[src/rtl/game_pkg.sv]
// Shared encodings and button rectangles for the game sequencer and overlay.
package game_pkg;

    localparam logic [3:0] S_TITLE    = 4'd0;
    localparam logic [3:0] S_STAFF    = 4'd1;
    localparam logic [3:0] S_STAGE1   = 4'd2;
    localparam logic [3:0] S_SUCCESS1 = 4'd3;
    localparam logic [3:0] S_STAGE2   = 4'd4;
    localparam logic [3:0] S_SUCCESS2 = 4'd5;
    localparam logic [3:0] S_STAGE3   = 4'd6;
    localparam logic [3:0] S_SUCCESS3 = 4'd7;
    localparam logic [3:0] S_FAIL     = 4'd8;
    localparam logic [3:0] S_HELP     = 4'd9;

    localparam logic [1:0] TD_NONE  = 2'd0;
    localparam logic [1:0] TD_KEY   = 2'd1;
    localparam logic [1:0] TD_LIGHT = 2'd2;
    localparam logic [1:0] TD_DOOR  = 2'd3;

    localparam logic [8:0] BTN_X0 = 9'd120;
    localparam logic [8:0] BTN_X1 = 9'd200;

    localparam logic [8:0] T_S1_Y0 = 9'd120;
    localparam logic [8:0] T_S1_Y1 = 9'd140;
    localparam logic [8:0] T_S2_Y0 = 9'd150;
    localparam logic [8:0] T_S2_Y1 = 9'd170;
    localparam logic [8:0] T_S3_Y0 = 9'd180;
    localparam logic [8:0] T_S3_Y1 = 9'd200;
    localparam logic [8:0] T_HP_Y0 = 9'd210;
    localparam logic [8:0] T_HP_Y1 = 9'd230;

    localparam logic [8:0] NEXT_Y0 = 9'd140;
    localparam logic [8:0] NEXT_Y1 = 9'd160;
    localparam logic [8:0] BACK_Y0 = 9'd180;
    localparam logic [8:0] BACK_Y1 = 9'd200;
    localparam logic [8:0] STF_Y0  = 9'd150;
    localparam logic [8:0] STF_Y1  = 9'd170;
    localparam logic [8:0] HLP_Y0  = 9'd200;
    localparam logic [8:0] HLP_Y1  = 9'd220;

    function automatic logic in_row(
        input logic [8:0] x,
        input logic [8:0] y,
        input logic [8:0] y0,
        input logic [8:0] y1
    );
        return (x >= BTN_X0) && (x < BTN_X1) &&
               (y >= y0) && (y < y1);
    endfunction

    function automatic logic is_stage(input logic [3:0] s);
        return (s == S_STAGE1) || (s == S_STAGE2) ||
               (s == S_STAGE3);
    endfunction

endpackage

[src/rtl/game_flow_ctrl_if.sv]
// Cursor/event inputs and HUD outputs between stage logic, sequencer and renderer.
interface game_flow_ctrl_if;

    logic       click;
    logic [8:0] cur_x;
    logic [8:0] cur_y;
    logic       ev_key;
    logic       ev_light;
    logic       ev_door;
    logic       ev_hit;
    logic [3:0] state;
    logic [1:0] key_find;
    logic [1:0] life;
    logic [1:0] todo;
    logic [3:0] play_valid;
    logic       stage_init;

    modport master (
        output click, cur_x, cur_y,
        output ev_key, ev_light, ev_door, ev_hit,
        input  state, key_find, life, todo,
        input  play_valid, stage_init
    );

    modport slave (
        input  click, cur_x, cur_y,
        input  ev_key, ev_light, ev_door, ev_hit,
        output state, key_find, life, todo,
        output play_valid, stage_init
    );

endinterface

[src/rtl/click_edge.sv]
// Click rising-edge detector; coords are registered alongside the click level.
module click_edge (
    input  logic       clk,
    input  logic       rst_n,
    input  logic       click,
    input  logic [8:0] cur_x,
    input  logic [8:0] cur_y,
    output logic       rise,
    output logic [8:0] x,
    output logic [8:0] y
);

    logic click_q;

    always_ff @(posedge clk or negedge rst_n) begin
        if (!rst_n) begin
            click_q <= 1'b0;
            x       <= '0;
            y       <= '0;
        end else begin
            click_q <= click;
            x       <= cur_x;
            y       <= cur_y;
        end
    end

    assign rise = click & ~click_q;

endmodule

[src/rtl/game_flow_ctrl.sv]
// Screen-state sequencer and HUD status for the overlay renderer.
// UNLOCK_ALL_EN: all stages selectable from TITLE out of reset.
module game_flow_ctrl
    import game_pkg::*;
#(
    parameter int HIT_COOLDOWN = 50_000_000,
    parameter int START_LIFE   = 3
) (
    input logic         clk,
    input logic         rst_n,
    game_flow_ctrl_if.slave bus
);

    localparam int CW = (HIT_COOLDOWN > 1) ? $clog2(HIT_COOLDOWN) : 1;
    localparam logic [CW-1:0] COOL_LOAD = CW'(HIT_COOLDOWN - 1);
`ifdef UNLOCK_ALL_EN
    localparam logic [3:0] PV_RST = 4'b1110;
`else
    localparam logic [3:0] PV_RST = 4'b0010;
`endif

    logic [3:0]    state_q, nxt;
    logic [1:0]    key_q, life_q, todo_q;
    logic [3:0]    pv_q;
    logic          init_q;
    logic [CW-1:0] cool_q;
    logic          rise;
    logic [8:0]    bx, by;
    logic          in_stage, entering;
    logic          key_ok, light_ok, door_ok, hit_ok;

    click_edge u_edge (
        .clk   (clk),
        .rst_n (rst_n),
        .click (bus.click),
        .cur_x (bus.cur_x),
        .cur_y (bus.cur_y),
        .rise  (rise),
        .x     (bx),
        .y     (by)
    );

    assign in_stage = is_stage(state_q);
    assign key_ok   = in_stage && bus.ev_key && (todo_q == TD_KEY);
    assign light_ok = in_stage && bus.ev_light && (todo_q == TD_LIGHT);
    assign door_ok  = in_stage && bus.ev_door && (todo_q == TD_DOOR);
    // a door exit in the same cycle shields the player from damage
    assign hit_ok   = (state_q == S_STAGE3) && bus.ev_hit &&
                      (cool_q == '0) && !door_ok && (life_q != 2'd0);
    assign entering = is_stage(nxt) && (nxt != state_q);

    always_comb begin
        nxt = state_q;
        case (state_q)
            S_TITLE: if (rise) begin
                if (in_row(bx, by, T_S1_Y0, T_S1_Y1))
                    nxt = S_STAGE1;
                else if (in_row(bx, by, T_S2_Y0, T_S2_Y1) && pv_q[2])
                    nxt = S_STAGE2;
                else if (in_row(bx, by, T_S3_Y0, T_S3_Y1) && pv_q[3])
                    nxt = S_STAGE3;
                else if (in_row(bx, by, T_HP_Y0, T_HP_Y1))
                    nxt = S_HELP;
            end
            S_STAGE1: if (door_ok) nxt = S_SUCCESS1;
            S_STAGE2: if (door_ok) nxt = S_SUCCESS2;
            S_STAGE3: begin
                if (door_ok)
                    nxt = S_SUCCESS3;
                else if (hit_ok && life_q == 2'd1)
                    nxt = S_FAIL;
            end
            S_SUCCESS1: if (rise) begin
                if (in_row(bx, by, NEXT_Y0, NEXT_Y1))
                    nxt = S_STAGE2;
                else if (in_row(bx, by, BACK_Y0, BACK_Y1))
                    nxt = S_TITLE;
            end
            S_SUCCESS2: if (rise) begin
                if (in_row(bx, by, NEXT_Y0, NEXT_Y1))
                    nxt = S_STAGE3;
                else if (in_row(bx, by, BACK_Y0, BACK_Y1))
                    nxt = S_TITLE;
            end
            S_SUCCESS3: if (rise && in_row(bx, by, STF_Y0, STF_Y1))
                nxt = S_STAFF;
            S_FAIL: if (rise) begin
                if (in_row(bx, by, NEXT_Y0, NEXT_Y1))
                    nxt = S_STAGE3;
                else if (in_row(bx, by, BACK_Y0, BACK_Y1))
                    nxt = S_TITLE;
            end
            S_STAFF: if (rise && in_row(bx, by, BACK_Y0, BACK_Y1))
                nxt = S_TITLE;
            S_HELP: if (rise && in_row(bx, by, HLP_Y0, HLP_Y1))
                nxt = S_TITLE;
            default: nxt = S_TITLE;
        endcase
    end

    always_ff @(posedge clk or negedge rst_n) begin
        if (!rst_n) begin
            state_q <= S_TITLE;
            init_q  <= 1'b0;
        end else begin
            state_q <= nxt;
            init_q  <= entering;
        end
    end

    always_ff @(posedge clk or negedge rst_n) begin
        if (!rst_n) begin
            key_q  <= 2'd0;
            life_q <= 2'd0;
            todo_q <= TD_NONE;
            pv_q   <= PV_RST;
            cool_q <= '0;
        end else begin
            if (entering) begin
                key_q  <= 2'd0;
                todo_q <= (nxt == S_STAGE2) ? TD_LIGHT : TD_KEY;
                life_q <= (nxt == S_STAGE3) ? 2'(START_LIFE) : 2'd0;
                cool_q <= '0;
            end else begin
                if (cool_q != '0)
                    cool_q <= cool_q - 1'b1;
                if (light_ok)
                    todo_q <= TD_KEY;
                if (key_ok && key_q != 2'd3) begin
                    key_q <= key_q + 2'd1;
                    if (key_q == 2'd2)
                        todo_q <= TD_DOOR;
                end
                if (hit_ok) begin
                    life_q <= life_q - 2'd1;
                    cool_q <= COOL_LOAD;
                end
            end
            if (nxt == S_SUCCESS1 && state_q != S_SUCCESS1)
                pv_q[2] <= 1'b1;
            if (nxt == S_SUCCESS2 && state_q != S_SUCCESS2)
                pv_q[3] <= 1'b1;
        end
    end

    assign bus.state      = state_q;
    assign bus.key_find   = key_q;
    assign bus.life       = life_q;
    assign bus.todo       = todo_q;
    assign bus.play_valid = pv_q;
    assign bus.stage_init = init_q;

endmodule

[src/flat_wrapper.sv]
// flat-port wrapper written by rule: the top's interface ports become plain ports
module game_flow_ctrl_flat import game_pkg::*;
#(
    parameter int HIT_COOLDOWN = 50_000_000,
    parameter int START_LIFE   = 3
)
  (clk, rst_n, bus_click, bus_cur_x, bus_cur_y, bus_ev_key, bus_ev_light, bus_ev_door, bus_ev_hit, bus_state, bus_key_find, bus_life, bus_todo, bus_play_valid, bus_stage_init);
  game_flow_ctrl_if bus_i ();
  input logic clk;
  input logic rst_n;
  input wire logic [$bits(bus_i.click)-1:0] bus_click;
  input wire logic [$bits(bus_i.cur_x)-1:0] bus_cur_x;
  input wire logic [$bits(bus_i.cur_y)-1:0] bus_cur_y;
  input wire logic [$bits(bus_i.ev_key)-1:0] bus_ev_key;
  input wire logic [$bits(bus_i.ev_light)-1:0] bus_ev_light;
  input wire logic [$bits(bus_i.ev_door)-1:0] bus_ev_door;
  input wire logic [$bits(bus_i.ev_hit)-1:0] bus_ev_hit;
  output wire logic [$bits(bus_i.state)-1:0] bus_state;
  output wire logic [$bits(bus_i.key_find)-1:0] bus_key_find;
  output wire logic [$bits(bus_i.life)-1:0] bus_life;
  output wire logic [$bits(bus_i.todo)-1:0] bus_todo;
  output wire logic [$bits(bus_i.play_valid)-1:0] bus_play_valid;
  output wire logic [$bits(bus_i.stage_init)-1:0] bus_stage_init;
  assign bus_i.click = bus_click;
  assign bus_i.cur_x = bus_cur_x;
  assign bus_i.cur_y = bus_cur_y;
  assign bus_i.ev_key = bus_ev_key;
  assign bus_i.ev_light = bus_ev_light;
  assign bus_i.ev_door = bus_ev_door;
  assign bus_i.ev_hit = bus_ev_hit;
  assign bus_state = bus_i.state;
  assign bus_key_find = bus_i.key_find;
  assign bus_life = bus_i.life;
  assign bus_todo = bus_i.todo;
  assign bus_play_valid = bus_i.play_valid;
  assign bus_stage_init = bus_i.stage_init;
  game_flow_ctrl #(.HIT_COOLDOWN(HIT_COOLDOWN), .START_LIFE(START_LIFE)) u_core (.clk(clk), .rst_n(rst_n), .bus(bus_i));
endmodule
[config.mk]
export PLATFORM = sky130hd
export DESIGN_NAME = game_flow_ctrl_flat
export DESIGN_NICKNAME = d
export VERILOG_FILES = /design/src/rtl/game_pkg.sv /design/src/rtl/game_flow_ctrl_if.sv /design/src/rtl/click_edge.sv /design/src/rtl/game_flow_ctrl.sv /design/src/flat_wrapper.sv
export SDC_FILE = /design/constraint.sdc
export NUM_CORES = 1
export LEC_CHECK = 0
export BUFFER_PORTS_ARGS = -buffer_cell sky130_fd_sc_hd__buf_2
export CORE_UTILIZATION = 45
export CTS_BUF_LIST = sky130_fd_sc_hd__clkbuf_4
export DETAILED_ROUTE_END_ITERATION = 7
export PLACE_DENSITY_LB_ADDON = 0.08
export SETUP_SLACK_MARGIN = 0.2
export SLEW_MARGIN = 20
export SYNTH_ARGS = -nofsm -noshare
export SYNTH_HDL_FRONTEND = slang
export SYNTH_SLANG_ARGS = --single-unit
[constraint.sdc]
create_clock -name clk -period 3 [get_ports clk]
set_clock_uncertainty 0.15 [all_clocks]
set_input_delay 0.3 -clock clk [delete_from_list [all_inputs] [get_ports clk]]
set_output_delay 0.3 -clock clk [all_outputs]
set_load 0.02 [all_outputs]
======== Word level (Yosys, flattened, before mapping) ========
Cells that the tools add are included.
W data, S select, Z words.
cells by class
  add/subtract/negate cells ............... 3
  order comparisons ....................... 14
  equality and inequality tests ........... 23
  multiplexer cells ....................... 31
  bitwise operators ....................... 2
  reduce and logical (&&, ||, !) cells .... 46
operators by type and width
  operator                 count
  $mux W26                 3
  $mux W4                  17
  $lt A9 B8 Y1 const B     7
  $ge A9 B8 Y1 const B     5
  $pmux W4 S9              1
  $logic_and A1 B1 Y1      33
  $eq A4 B3 Y1 const B     7
  $logic_not A26 Y1        1
  $reduce_bool A26 Y1      1
  $sub A26 B1 Y26 const B  1
  $mux W2                  10
  $ge A9 B7 Y1 const B     2
  $eq A4 B2 Y1 const B     4
  $eq A4 B4 Y1 const B     2
  $eq A2 B2 Y1 const B     3
  $reduce_bool A2 Y1       3
  $eq A2 B1 Y1 const B     2
  $eq A4 B1 Y1 const B     1
  $logic_not A4 Y1         1
  $logic_or A1 B1 Y1       4
  $ne A4 B2 Y1 const B     1
  $ne A4 B3 Y1 const B     1
  $ne A4 B4 Y1             1
  $reduce_bool A3 Y1       1
  other kinds (7)          7
word-level totals
  bits in registers ....................... 58
  bits of input ports ..................... 25
  output and inout port bits .............. 15

======== Depth between registers and ports, before layout ========
Gate-level depths: netlist of run 1.
  word-level depth ........................ 17
  gate-level depth with buffers ........... 13
  gate-level depth less buffers ........... 11

======== Hierarchy ========
From an unflattened synthesis of run 1, not the netlist that was laid out.
unflattened totals
  cells, all modules ...................... 330
  area total of the unflattened synthesis .. 3,175.5 µm²
modules (own cells, without submodules)
  module          instances  cells each  area each (µm²)  sequential area each (µm²)
  game_flow_ctrl  1          310         2,686.3          975.9
  click_edge      1          20          489.2            475.5

======== Least setup slack after synthesis of run 1 ========
Ideal clock, no wire load.
  path kind ............................... flip-flop to flip-flop
  start point ............................. register u_core.cool_q[19]
  end point ............................... register u_core.cool_q[12]
  setup time .............................. 0.144 ns
  arrival time ............................ 2.644 ns
  slack ................................... 0.062 ns
  cell stages (with the launch flop) ...... 12
  buffers on the path ..................... 2
  cells stage by stage .................... dfrtp_1 or4_4 or3_4 nor4_4 buf_4 nand2_1 o211ai_1 a22oi_1 a21o_2 o22ai_4 buf_6 a21oi_2
between the ends
  cells in the longest elaborated chain, start to end .. 13
  elaborated cells on any way between the ends .. 19
  those cells by class .................... eq/ne (4); mux (5); reduce/logical (10)
RTL lines
  item                                                                    line                   RTL
  from (decl)                                                             game_flow_ctrl.sv:26   logic [CW-1:0] cool_q;
  from (signal assigned)                                                  game_flow_ctrl.sv:126  cool_q <= cool_q - 1'b1;
  $logic_not A26 Y1                                                       game_flow_ctrl.sv:49   (cool_q == '0) && !door_ok && (life_q != 2'd0);
  $logic_and A1 B1 Y1                                                     game_flow_ctrl.sv:48   assign hit_ok = (state_q == S_STAGE3) && bus.ev_hit &&
  $logic_and A1 B1 Y1 (2 in series)                                       game_flow_ctrl.sv:49
  $logic_and A1 B1 Y1                                                     game_flow_ctrl.sv:70   else if (hit_ok && life_q == 2'd1)
  $mux W4                                                                 game_flow_ctrl.sv:70
  $mux W4                                                                 game_flow_ctrl.sv:68   if (door_ok)
  $pmux W4 S9                                                             game_flow_ctrl.sv:54   case (state_q)
  $eq A4 B2 Y1 / $eq A4 B3 Y1 (equally long branches)                     game_pkg.sv:52         return (s == S_STAGE1) || (s == S_STAGE2) ||
  $logic_or A1 B1 Y1 (2 in series)                                        game_pkg.sv:52
  $logic_and A1 B1 Y1                                                     game_flow_ctrl.sv:50   assign entering = is_stage(nxt) && (nxt != state_q);
  $reduce_bool A3 Y1 (no source line) / $mux W26 (equally long branches)  -
Parallel ways exist; a longest one is shown, timed or not.
A chain may end at the register's enable or synchronous reset.

======== Final worst setup path of run 1 ========
  start point ............................. register u_core.cool_q[19]
  end point ............................... register u_core.cool_q[2]
Same word-level chain as after synthesis.

==> out/qor.yml, run 1 <==
wirelength_mm: 7.09
path_clk_slew_ps: 170
io_buffers: 33
fp.dieW_microns: 85.0
post_synth_num_cell_types: 65
holdPathStages: 3
ys_ff_latch: 54
first_global_vias: 2510
areaGrowthSynthToFinish_pct: 23.4
r2r_cells: 10
worstHoldStart: "bus_ev_light"
cts_sinks: 54
reg2reg_slack_ps: 40
p_switching_mw: 1.13
power-per-cell-area_mw_per_mm2: 739
ys.warnings.count: 2
drv_slew: 0
r2r_start: "u_core.cool_q[19]$_DFFE_PN0P_"
hold_path.class: "in2reg"
htree_levels: 2
dp.cells: 439
cts_tree: "built"
r2r_end: "u_core.cool_q[2]$_DFFE_PN0P_"
avgViaCountPerCell: 5.52
gp_congestion: 0.833
status: "completed"
dp_hpwl_mm: 5.10
p_comb_share_pct: 45.3
hold_end: "u_core.bus.todo[0]$_DFF_PN0_"
start_util_pct: 47.8
most-common-layout-cells: "dfrtp_1 (54), buf_2 (33), nor2_1 (28)"
crit_fanout: 16
crit_cells: 10
ir_drop_mv: 0.500
drive_gt1_share_pct: 28.2
setup_viol: 0
grt_antenna_before_repair: 0
io_pins: 40
synth_area_sq_mm: 0.00310
die_area_sq_mm: 0.00723
insertion_delay_ps: 380
final_common_cell: "dfrtp_1"
grt_max_degree: 22
hold_viol_final: 0
critPathMaxStageDelay_ps: 540
power.share.clock_pct: 15.3
p_seq_share_pct: 39.5
crit_path_end_kind: "flip-flop"
min_period_ps: 2960
cts.path.max_buffers: 2
critPathBufInv: 1
drc: 0
final_cells: 467
netlist_instances: 319
max_cap_viol_count: 0
power.leakage_nw: 1.61
ys_seq_area_share_pct: 43.6
p_int_mw: 1.70
finalCoreUtilization_pct: 58.9
worst_ep_required_time_ps: 3140
rsz0062_at_grt: "true"
nNetsFinal: 420
p_total_mw: 2.83
crit_type: "reg2reg"
switching_share_pct: 40.0
fin_crit_sh_pct: 98.8
cts_buffers: 5
die_h_microns: 85.0
via_count: 2577
wl_per_cell_microns: 15.2
slowest_stage: "or4_4"
crit_chain: "or4_4, or3_4, nor4_4, a21oi_4, nor3_2, a22oi_2, a21o_4, o22ai_4, buf_12, a21oi_1"
grt_pass1_wl_mm: 12.0
grt-ovfl-total: 0
async_reset_ff_share_pct: 100
start_kind: "flip-flop"
core_sq_mm: 0.00649
tightest_slew_ps: 667
synth_edf_count: 0
synth_flop_cell: "dfrtp_1"
track_usage_pct: 21.1
cp_top_family: "simple AND/OR/NAND/NOR gates"
avgSynthCellArea_sq_um: 9.72
ant_nets: 0
firstDrtPassIters: 4
cts_root_buf: "clkbuf_4"
cp.arrival_ps: 3100
num_rows: 29
timing.slew.headroom_pct: 54.8
drtIter0Drc: 115
diodes: 0
fmaxAchievable_ghz: 0.337
==> state kept, by name (all words and copies together) (netlist names), 2 cells and up <==
signal / count
u_core.bus.todo: 2
u_core.u_edge.x: 6
u_core.bus.key_find: 2
u_core.cool_q: 26
u_core.bus.state: 4
u_core.bus.play_valid: 2
u_core.bus.life: 2
u_core.u_edge.y: 8
==> cells in the mapped netlist, drive strengths merged (2+ instances only) <==
cell / count / area [sq um]
a211oi: 6 / 50.1
a21o: 3 / 23.8
a21oi: 34 / 234
a22o: 2 / 17.5
a22oi: 2 / 15.0
a31oi: 3 / 18.8
and2: 3 / 18.8
and4: 2 / 17.5
buf: 6 / 50.0
clkbuf: 7 / 26.3
dfrtp: 54 / 1350
ha: 6 / 75.1
inv: 7 / 26.3
mux2i: 2 / 20.0
nand2: 26 / 97.6
nand2b: 4 / 25.0
nand3: 7 / 35.0
nand3b: 2 / 15.0
nand4: 2 / 12.5
nand4b: 3 / 26.3
nor2: 30 / 128
nor2b: 4 / 25.0
nor3: 20 / 111
nor3b: 2 / 20.0
nor4: 6 / 52.6
nor4bb: 2 / 20.0
o2111ai: 2 / 35.0
o211ai: 5 / 37.5
o21a: 2 / 15.0
o21ai: 11 / 55.1
o21bai: 2 / 15.0
o22ai: 2 / 26.3
o2bb2ai: 2 / 17.5
o31ai: 2 / 15.0
or2: 5 / 31.3
or3: 7 / 48.8
or3b: 2 / 17.5
or4: 4 / 33.8
xnor2: 14 / 123
xor2: 3 / 26.3
==> worst reg2reg max path: cells and delay by family (launching register included) <==
kind            cells  cell delay (ps)
buf+inv             1              190
compound gates      5              710
simple gates        4             1380
flops               1              430
==> cell families (layout without fill, tap and decap cells) <==
family / count (synthesis) / count (layout) / synth area share, %
AO/OA/AOI/OAI: 86 / 86 / 20.9
flip-flops: 54 / 54 / 43.6
buffers and inverters: 20 / 90 / 3.31
other: 1 / 2 / 0.121
AND/OR/NAND/NOR: 133 / 133 / 24.2
multiplexers: 2 / 2 / 0.645
XOR/XNOR: 17 / 17 / 4.80
adder cells (fa/ha/maj): 6 / 6 / 2.42
==> power groups by stage <==
stage | sequential (mW) | combinational (mW) | clock, mW
CTS | 1.11 | 1.25 | 0.448
global route | 1.15 | 1.41 | 0.480
floorplan | 1.14 | 0.826 | 0
finish | 1.12 | 1.28 | 0.431
detailed placement | 1.12 | 1.20 | 0
global placement | 1.12 | 1.19 | 0
==> worst max path at each step <==
| stage | startpoint | endpoint | slack (ps) |
|---|---|---|---|
| 6_report | u_core.cool_q[19]$_DFFE_PN0P_ | u_core.cool_q[2]$_DFFE_PN0P_ | 40 |
| 5_1_grt | u_core.cool_q[19]$_DFFE_PN0P_ | u_core.bus.todo[0]$_DFF_PN0_ | -70 |
| 4_1_cts | u_core.cool_q[19]$_DFFE_PN0P_ | u_core.cool_q[1]$_DFFE_PN0P_ | 40 |
| 3_5_place_dp | u_core.cool_q[19]$_DFFE_PN0P_ | u_core.cool_q[1]$_DFFE_PN0P_ | 30 |
| 3_3_place_gp | u_core.cool_q[19]$_DFFE_PN0P_ | u_core.cool_q[25]$_DFFE_PN0P_ | 70 |
| 2_1_floorplan | u_core.cool_q[19]$_DFFE_PN0P_ | u_core.cool_q[12]$_DFFE_PN0P_ | 140 |
==> routing by layer <==
layer	share of wire (%)	global-route usage, %	vias to the layer above
li1	-	-	1299
met1	47	27.3	1248
met2	50	37.1	28
met3	1.8	3.50	2
met4	0.49	4.31	0
met5	0	0	-
==> through the flow <==
stage               setup slack (ps)  setup TNS [ps]  area [sq um]  hold slack (ps)
global route                   -71.3            -987          3830              142
detailed placement              30.6               0          3500             80.0
global placement                71.6               0          3500             77.3
finish                          37.0               0          3830              134
CTS                             42.2               0          3780              115
floorplan                        138               0          3110             -146
==> repair_timing <==
| action | 4_1_cts | 5_1_grt |
|---|---|---|
| pin swaps | 4 | 1 |
| endpoints found under the setup margin | 33 | 33 |
| setup buffers | 2 | 2 |
| hold buffers | 16 | 0 |
| hold endpoints to repair | 28 | 0 |
| gates resized for setup | 6 | 8 |
==> final cells by class <==
class / count / area [sq um]
fillers: 576 / 2670
multi-input cells: 246 / 1700
flip-flops and latches: 54 / 1350
repair buffers: 75 / 569
well taps: 77 / 96.3
clock inverters: 3 / 47.5
clock buffers: 5 / 37.5
inverters: 7 / 26.3
Power figures use the tool's default switching activity.
==> inputs of run 2 (changes only) <==
RECOVER_POWER = 50   (was unset)
==> out/qor.yml, run 2 (synthesis results as in run 1) <==
worst_ep_required_time_ps: 3140
largest_register_ffs: 26
slowest_stage: "or4_4"
drc: 0
timing.slew.headroom_pct: 21.9
htree_levels: 2
worst_slack_ps: 29.8
core_sq_mm: 0.00649
die_h_microns: 85.0
diodes: 0
status: "completed"
crit_fanout: 16
num_rows: 29
cts_sinks: 54
reg2reg_slack_ps: 30
rsz0062_at_grt: "true"
crit_chain: "or4_4, or3_4, nor4_4, a21oi_4, nor3_2, a22oi_2, a21o_4, o22ai_4, buf_12, a21oi_1"
setup_tns_ps: 0
io_buffers: 33
cts_root_buf: "clkbuf_4"
cts_tree: "built"
min_period_ps: 2970
insertion_delay_ps: 380
fp.dieW_microns: 85.0
power.leakage_nw: 1.59
hold_viol_final: 0
first_global_vias: 2510
firstDrtPassIters: 4
track_usage_pct: 21.1
drtIter0Drc: 116
drive_gt1_share_pct: 27.2
wirelength_mm: 7.09
fin_crit_sh_pct: 99.0
p_total_mw: 2.83
start_kind: "flip-flop"
die_area_sq_mm: 0.00723
cts_buffers: 5
grt-ovfl-total: 0
final_common_cell: "dfrtp_1"
placed_area_sq_mm: 0.00350
ir_drop_mv: 0.500
max_cap_viol_count: 0
crit_path_end_kind: "flip-flop"
grt_antenna_before_repair: 0
crit_type: "reg2reg"
nNetsFinal: 420
critPathMaxStageDelay_ps: 540
via_count: 2582
start_util_pct: 47.8
most-common-layout-cells: "dfrtp_1 (54), buf_2 (31), nor2_1 (28)"
place_ws_ps: 30.6
largestRegisters: "u_core.cool_q (26), u_core.u_edge.y (8), u_core.u_edge.x (6)"
hold_path.class: "in2reg"
power-per-cell-area_mw_per_mm2: 741
cp.arrival_ps: 3110
gp_congestion: 0.833
tightest_slew_ps: 1170
grt_max_degree: 22
fmaxAchievable_ghz: 0.337
top_register: "u_core.cool_q"
drv_slew: 0
avgViaCountPerCell: 5.53
setup_viol: 0
areaGrowthSynthToFinish_pct: 23.1
io_pins: 40
design_area_sq_mm: 0.00382
wl_per_cell_microns: 15.2
ant_nets: 0
dp_hpwl_mm: 5.10
cts.path.max_buffers: 2
timing.hold.ws_ps: 133
grt_pass1_wl_mm: 12.0
path_clk_slew_ps: 180
==> run 2: cell types whose count changed in the layout (fill, tap and decap cells not counted) <==
cell	previous run	this run
buf_4	20	18
clkbuf_1	0	4
buf_2	33	31
==> run 2: layout make-up <==
cell class | count | area (sq um)
inverters | 7 | 26.3
multi-input cells | 246 | 1700
clock buffers | 5 | 37.5
clock inverters | 3 | 47.5
well taps | 77 | 96.3
repair buffers | 75 | 559
fillers | 580 | 2680
flip-flops and latches | 54 | 1350
==> run 2: worst max-delay path: cells and delay by family, from the launching register on <==
family / cells / cell delay [ps]
simple gates: 4 / 1380
compound gates: 5 / 710
flops: 1 / 430
buf+inv: 1 / 190
==> run 2: routing by layer <==
layer	global-route usage, %	vias up	routed length (microns)
met5	0	-	0
met4	4.31	0	35
met3	3.50	2	125
met2	37.1	28	3570
met1	27.3	1252	3350
li1	-	1300	-
==> run 2: final timing paths <==
check	startpoint	endpoint	depth (start not counted)
setup / recovery	u_core.cool_q[19]$_DFFE_PN0P_	u_core.cool_q[2]$_DFFE_PN0P_	10
hold reg to reg	u_core.bus.play_valid[2]$_DFFE_PN0P_	u_core.bus.play_valid[2]$_DFFE_PN0P_	2
max in group asynchronous	rst_n	u_core.cool_q[24]$_DFFE_PN0P_	3
hold / removal	bus_ev_light	u_core.bus.todo[0]$_DFF_PN0_	3
min in group asynchronous	rst_n	u_core.u_edge.y[5]$_DFF_PN0_	2
setup reg to reg	u_core.cool_q[19]$_DFFE_PN0P_	u_core.cool_q[2]$_DFFE_PN0P_	10
==> run 2: where the power goes <==
group          internal, mW  leakage (nW)  total [mW]  switching, mW
clock                 0.180        0.0458       0.434          0.254
sequential            0.911         0.680        1.11          0.203
combinational         0.602         0.867        1.28          0.677
==> run 2: per-stage QoR <==
stage                     instances  util, %
final                           467     58.8
after global routing            467     58.8
after CTS                       465     58.2
after detailed placement        439     53.8
after global placement          439     53.8
after floorplan                 320        -
==> run 2: repair_timing <==
action,CTS,global route
buffers inserted,2,2
gates resized for setup,6,8
hold buffers,16,0
pin swaps,4,1
endpoints found under the setup margin,33,33
endpoints found under the hold margin,28,0
